**config.mk**
```make
export PLATFORM = sky130hd
export DESIGN_NAME = issue_hazard_controller
export DESIGN_NICKNAME = d
export VERILOG_FILES = /design/src/rtl/issue_hazard_controller.sv
export SDC_FILE = /design/constraint.sdc
export NUM_CORES = 1
export LEC_CHECK = 0
export ABC_AREA = 1
export BUFFER_PORTS_ARGS = -buffer_cell sky130_fd_sc_hd__buf_2
export CORE_MARGIN = 3
export CORE_UTILIZATION = 40
export DETAILED_ROUTE_END_ITERATION = 8
export GPL_TIMING_DRIVEN = 0
export PLACE_DENSITY = 0.61
export SLEW_MARGIN = 10
export SYNTH_ARGS = -nofsm -noshare
export SYNTH_HDL_FRONTEND = slang
export SYNTH_SLANG_ARGS = --single-unit
```
**constraint.sdc**
```tcl
create_clock -name clk -period 2.65 [get_ports clk]
set_clock_uncertainty 0.1 [all_clocks]
set_input_delay 0.1325 -clock clk [delete_from_list [all_inputs] [get_ports clk]]
set_output_delay 0.1325 -clock clk [all_outputs]
set_load 0.005 [all_outputs]
```
**src/rtl/issue_hazard_controller.sv**
```systemverilog
// Decode-stage issue controller: per-register pending-write scoreboard, RAW/WAW-depth
// hazard detection, branch serialisation and a fixed-length flush window after taken branches.
module issue_hazard_controller #(
  parameter int NREGS        = 16,
  parameter int CNT_W        = 2,
  parameter int MAX_INFLIGHT = 3,
  parameter int PC_REG       = 14,
  parameter int FLUSH_CYC    = 2
) (
  input  logic             clk,
  input  logic             rst,
  input  logic             if_valid,
  input  logic [31:0]      instruction,
  input  logic             wb_valid,
  input  logic [3:0]       wb_rd,
  input  logic             br_resolve,
  input  logic             br_taken,
  output logic             issue,
  output logic             stall,
  output logic             flush,
  output logic [NREGS-1:0] pending,
  output logic             err
);

  localparam int FC_W = (FLUSH_CYC > 1) ? $clog2(FLUSH_CYC) : 1;

  typedef enum logic [1:0] {
    S_RUN     = 2'd0,
    S_BR_WAIT = 2'd1,
    S_FLUSH   = 2'd2
  } state_t;

  state_t            r_state;
  state_t            w_state_next;
  logic [FC_W-1:0]   r_fcnt;
  logic [FC_W-1:0]   w_fcnt_next;
  logic [CNT_W-1:0]  r_cnt [NREGS];
  logic [CNT_W-1:0]  w_cnt_next [NREGS];
  logic              r_err;

  logic [1:0]        w_ft;
  logic [1:0]        w_fc;
  logic [3:0]        w_rd;
  logic [3:0]        w_rs;
  logic [3:0]        w_rx;
  logic              w_selimm;
  logic              w_is_alu;
  logic              w_dst_we;
  logic [3:0]        w_src_a;
  logic              w_src_a_used;
  logic              w_src_b_used;
  logic              w_hazard;
  logic              w_run;
  logic              w_wb_underflow;
  logic [NREGS-1:0]  w_inc;
  logic [NREGS-1:0]  w_dec;
  logic              w_unused;

  assign w_ft     = instruction[31:30];
  assign w_fc     = instruction[29:28];
  assign w_rd     = instruction[27:24];
  assign w_rs     = instruction[23:20];
  assign w_rx     = instruction[19:16];
  assign w_selimm = instruction[0];
  assign w_unused = &{1'b0, instruction[15:1]};

  assign w_is_alu = (w_ft == 2'b00) && (w_fc != 2'b11);
  assign w_dst_we = (w_is_alu || ((w_ft == 2'b01) && (w_fc == 2'b00)) ||
                     ((w_ft == 2'b11) && !w_fc[0])) && (w_rd != 4'(PC_REG));

  // Compare-type ALU ops and non-ALU ops read their first operand from the rd field.
  assign w_src_a      = w_is_alu ? w_rs : w_rd;
  assign w_src_a_used = !(((w_ft == 2'b00) && (w_fc == 2'b10)) || (w_ft == 2'b11)) &&
                        (w_src_a != 4'(PC_REG));
  assign w_src_b_used = !w_selimm && (w_rx != 4'(PC_REG));

  assign w_hazard = (w_src_a_used && (r_cnt[w_src_a] != '0)) ||
                    (w_src_b_used && (r_cnt[w_rx] != '0)) ||
                    (w_dst_we && (r_cnt[w_rd] == CNT_W'(MAX_INFLIGHT)));

  assign w_run = (r_state == S_RUN);
  assign issue = if_valid && w_run && !w_hazard;
  assign stall = if_valid && !issue;
  assign flush = (r_state == S_FLUSH);
  assign err   = r_err;

  assign w_wb_underflow = wb_valid && (wb_rd != 4'(PC_REG)) && (r_cnt[wb_rd] == '0);

  // PC alias never increments (dst_we gated) and never decrements (counter stays zero).
  for (genvar gi = 0; gi < NREGS; gi++) begin : g_reg
    assign w_inc[gi]   = issue && w_dst_we && (w_rd == 4'(gi));
    assign w_dec[gi]   = wb_valid && (wb_rd == 4'(gi)) && (r_cnt[gi] != '0);
    assign pending[gi] = (r_cnt[gi] != '0);
  end

  always_comb begin
    for (int i = 0; i < NREGS; i++) begin
      w_cnt_next[i] = r_cnt[i];
      if (w_inc[i] && !w_dec[i]) begin
        w_cnt_next[i] = r_cnt[i] + 1'b1;
      end else if (w_dec[i] && !w_inc[i]) begin
        w_cnt_next[i] = r_cnt[i] - 1'b1;
      end
    end
  end

  always_comb begin
    w_state_next = r_state;
    w_fcnt_next  = r_fcnt;
    case (r_state)
      S_RUN: begin
        if (issue && (w_ft == 2'b10)) w_state_next = S_BR_WAIT;
      end
      S_BR_WAIT: begin
        if (br_resolve) begin
          if (br_taken) begin
            w_state_next = S_FLUSH;
            w_fcnt_next  = FC_W'(FLUSH_CYC - 1);
          end else begin
            w_state_next = S_RUN;
          end
        end
      end
      S_FLUSH: begin
        if (r_fcnt == '0) w_state_next = S_RUN;
        else              w_fcnt_next  = r_fcnt - FC_W'(1);
      end
      default: w_state_next = S_RUN;
    endcase
  end

  always_ff @(posedge clk) begin
    if (rst) begin
      r_state <= S_RUN;
      r_fcnt  <= '0;
      r_err   <= 1'b0;
      for (int i = 0; i < NREGS; i++) r_cnt[i] <= '0;
    end else begin
      r_state <= w_state_next;
      r_fcnt  <= w_fcnt_next;
      r_err   <= r_err | w_wb_underflow;
      for (int i = 0; i < NREGS; i++) r_cnt[i] <= w_cnt_next[i];
    end
  end

endmodule

```
==> summary.txt <==
Run status
  • Status: complete, no violations

Power
  • Net Switching: 0.000382 W
  • Leak pwr: approximately 1.8 nW
  • Pwr per Cell Area: around 340 mW/mm²
  • Clock power share: 33.7%
  • Sequential power share: 45.3%
  • Sw Ratio: 31.0%
  • Worst IR Drop VDD: 202 µV
  • Comb pwr share: 21.1%
  • P_int: roughly 0.00085 W

Timing
  • Final setup fails: 0
  • Worst Tran Pin Value: 0.609 ns
  • Worst slew margin: approximately three fifths
  • Total Neg Setup Slack: 0 ns
  • Period utilisation layout: 94.2%
  • Hold Vio Cnt, Final: 0
  • Fmax: 0.401 GHz
  • Post-route setup slack: roughly 0.15 ns
  • Max Slew Vio Count: 0
  • Tmin final: between 2 and 2.5 ns

Floorplanning
  • Die area: 0.00867 mm²
  • Row count: 31
  • Die Y: 93.1 µm
  • # IOs: 62
  • Die Width: 93.1 µm
  • Core area: approximately 0.0073 mm²
  • Initial core utilization: around two fifths

Routing
  • DR vias: 3411
  • DR vias/cell: between 5 and 6
  • Drt pass-1 iters: 5
  • Final ANT Viol Nets: 0
  • Drt wl/cell: approximately 14 µm
  • Initial DRC count: 249
  • Drt drc: 0
  • Routed WL: 9380 µm

Global route
  • Initial antenna violation count: 0
  • First-pass GRT wire length: 15200 µm
  • All-layer global routing usage: around 22%
  • Overflow after GRT: 0
  • Largest net degree at the start of global routing: 11
  • Vias in the first global route: roughly 3100

Clock tree
  • Clk slew on worst S/H paths: 0.07 ns
  • # clock sinks: 36
  • CTS root buffer: clkbuf_8
  • CTS Buffer Depth: 2
  • Total CTS buffers: 5
  • Worst-Skew Late Latency: ~0.29 ns
  • CTS tree: built
  • Cts hold-fix bufs: 0
  • H-tree levels: 2

Finish
  • Layout cell share with drive strength beyond 1: about a fifth
  • Commonest non-fill, non-tap cell in the layout: nand2_1
  • Diodes inserted: 0
  • Most frequent cells in the layout: nand2_1, inv_1, nor2_1, buf_2, nand3_1
  • Nets@finish: between 600 and 700
  • Layout Utilization: 50.5%
  • Fillers: 806
  • Reg area: between 700 and 800 µm²
  • Area of the multi-input gates: 0.00211 mm²
  • Syn-to-layout area delta: 21.3%

Synth
  • Largest cells by area after synthesis: dfxtp_1, nand2_1, inv_1
  • Post-synthesis sequential area ratio: 23.7%
  • Syn avg cell area: between 5 and 6 µm²
  • Synth Instances: 514
  • Post-synth top area share: a little under a quarter
  • Syn Nets: roughly 570
  • Synth area leader: dfxtp_1
  • Synth warn: 0
  • Post-synth cell types: 31
  • Synthesized area: 0.00304 mm²
  • Register bit count reported by yosys: 36

Worst setup path
  • Worst-path cell chain: nor2_2, inv_2, nand2_1, nand3_1, nand3_1, nand2_1, nand2_1, a21oi_4, nor2_4, nand4_1, buf_6, nor2_2, ha_1, a21oi_1, o21ai_1, a21oi_1, o21a_1
  • Family with the most delay on the worst path: simple AND/OR/NAND/NOR gates
  • CP Capture Type: register
  • Worst-path maximum fanout: 5
  • Crit-path slowest cell: dfxtp_1
  • WP buf/inv: 2
  • CP Class: reg2reg
  • WP data arrival: between 2 and 3 ns
  • Crit path launch type: register
  • Most used cell, CP: nand2_1
  • WP data required: ~2.8 ns
  • Slowest stage delay, CP: 0.34 ns

Job
  • Max cap viols: 0

Placement
  • RD Place Congestion: 0.952
  • Worst slack at placement: -0.163 ns
  • I/O Buffers: 45
  • Dpl hpwl: 7320 µm

Min path
  • Hold Path Class: in2reg
## power groups by stage
stage | logic, W | clock network [W] | registers (W)
floorplan | 0.000153 | 0 | 0.000569
global placement | 0.000238 | 0 | 0.000570
detailed placement | 0.000240 | 0 | 0.000570
CTS | 0.000245 | 0.000428 | 0.000557
global route | 0.000293 | 0.000448 | 0.000560
finish | 0.000260 | 0.000415 | 0.000559
## kinds of logic (layout without fill, tap and decap cells)
| family | after synthesis | count (layout) | synth area share [%] |
|---|---|---|---|
| AO/OA/AOI/OAI | 98 | 98 | 18.9 |
| XOR/XNOR | 12 | 12 | 3.46 |
| adder cells (fa/ha/maj) | 16 | 16 | 6.59 |
| buffers and inverters | 91 | 150 | 11.4 |
| flip-flops | 36 | 36 | 23.7 |
| other | 1 | 1 | 0.123 |
| AND/OR/NAND/NOR | 260 | 260 | 35.8 |
## cells in the mapped netlist
cell and count:
a211oi_1 1, a211oi_2 1, a21oi_1 44, a31o_2 2, a31oi_1 1, a41oi_1 2
and2_1 1, buf_2 3, clkbuf_1 5, clkinv_1 2, conb_1 1, dfxtp_1 36
ha_1 16, inv_1 79, inv_2 2, nand2_1 132, nand2_2 4, nand3_1 45
nand3b_1 1, nand3b_2 1, nand4_1 6, nor2_1 63, nor2_2 1, nor2_4 1
nor3_1 4, o21a_1 17, o21ai_0 25, o21bai_1 4, o41ai_1 1, or2_2 1
xor2_1 12
## repair_timing
item / CTS / global route
endpoints found under the setup margin: 15 / 16
resized for setup: 3 / 66
setup buffers: 3 / 3
pin swaps: 3 / 19
gates cloned: 0 / 0
## stage by stage
stage / cell area [µm²] / hold slack, ns / total power [W] / std cells
CTS: 3510 / 0.0398 / 0.00123 / 669
floorplan: 3040 / 0.196 / 0.000721 / 514
global route: 3680 / 0.0590 / 0.00130 / 672
detailed placement: 3390 / 0.340 / 0.000811 / 658
global placement: 3390 / 0.333 / 0.000807 / 658
finish: 3680 / 0.0458 / 0.00123 / 672
## final timing paths
check / end / slack (ns) / startpoint / depth (start not counted)
max: r_cnt[15][1] / 0.15 / r_cnt[3][1] / 17
min: r_state[0] / 0.05 / br_resolve / 3
max reg2reg: r_cnt[15][1] / 0.15 / r_cnt[3][1] / 17
min reg2reg: err / 0.36 / err / 2
## sequential cells by signal, summed over array words and instances (netlist names)
signal   flops
err          1
r_state      2
r_cnt       32
r_fcnt       1
## metal layers
| metal | share of wire (%) | up-vias | global-route usage, % | routed length [µm] |
|---|---|---|---|---|
| met2 | 44 | 118 | 35.3 | 4120 |
| li1 | - | 1781 | - | - |
| met1 | 48 | 1499 | 31.3 | 4520 |
| met4 | 1.8 | 0 | 5.49 | 166 |
| met5 | 0 | - | 0 | 0 |
| met3 | 6.2 | 13 | 3.06 | 577 |
## final cells by class
class	instances	share of cell area (%)
flip-flops and latches	36	19.8
repair buffers	51	7.54
well taps	99	3.36
inverters	83	8.56
clock buffers	8	2.45
plain buffers	8	0.917
multi-input cells	387	57.4
## tightest hold or removal path, delay by kind of cell
kind	cells	cell delay, ns
AOI/OAI and AO/OA	1	0.06
buffers and inverters	1	0.08
and+or+nand+nor	1	0.10
(Power assumes the default switching activity.)
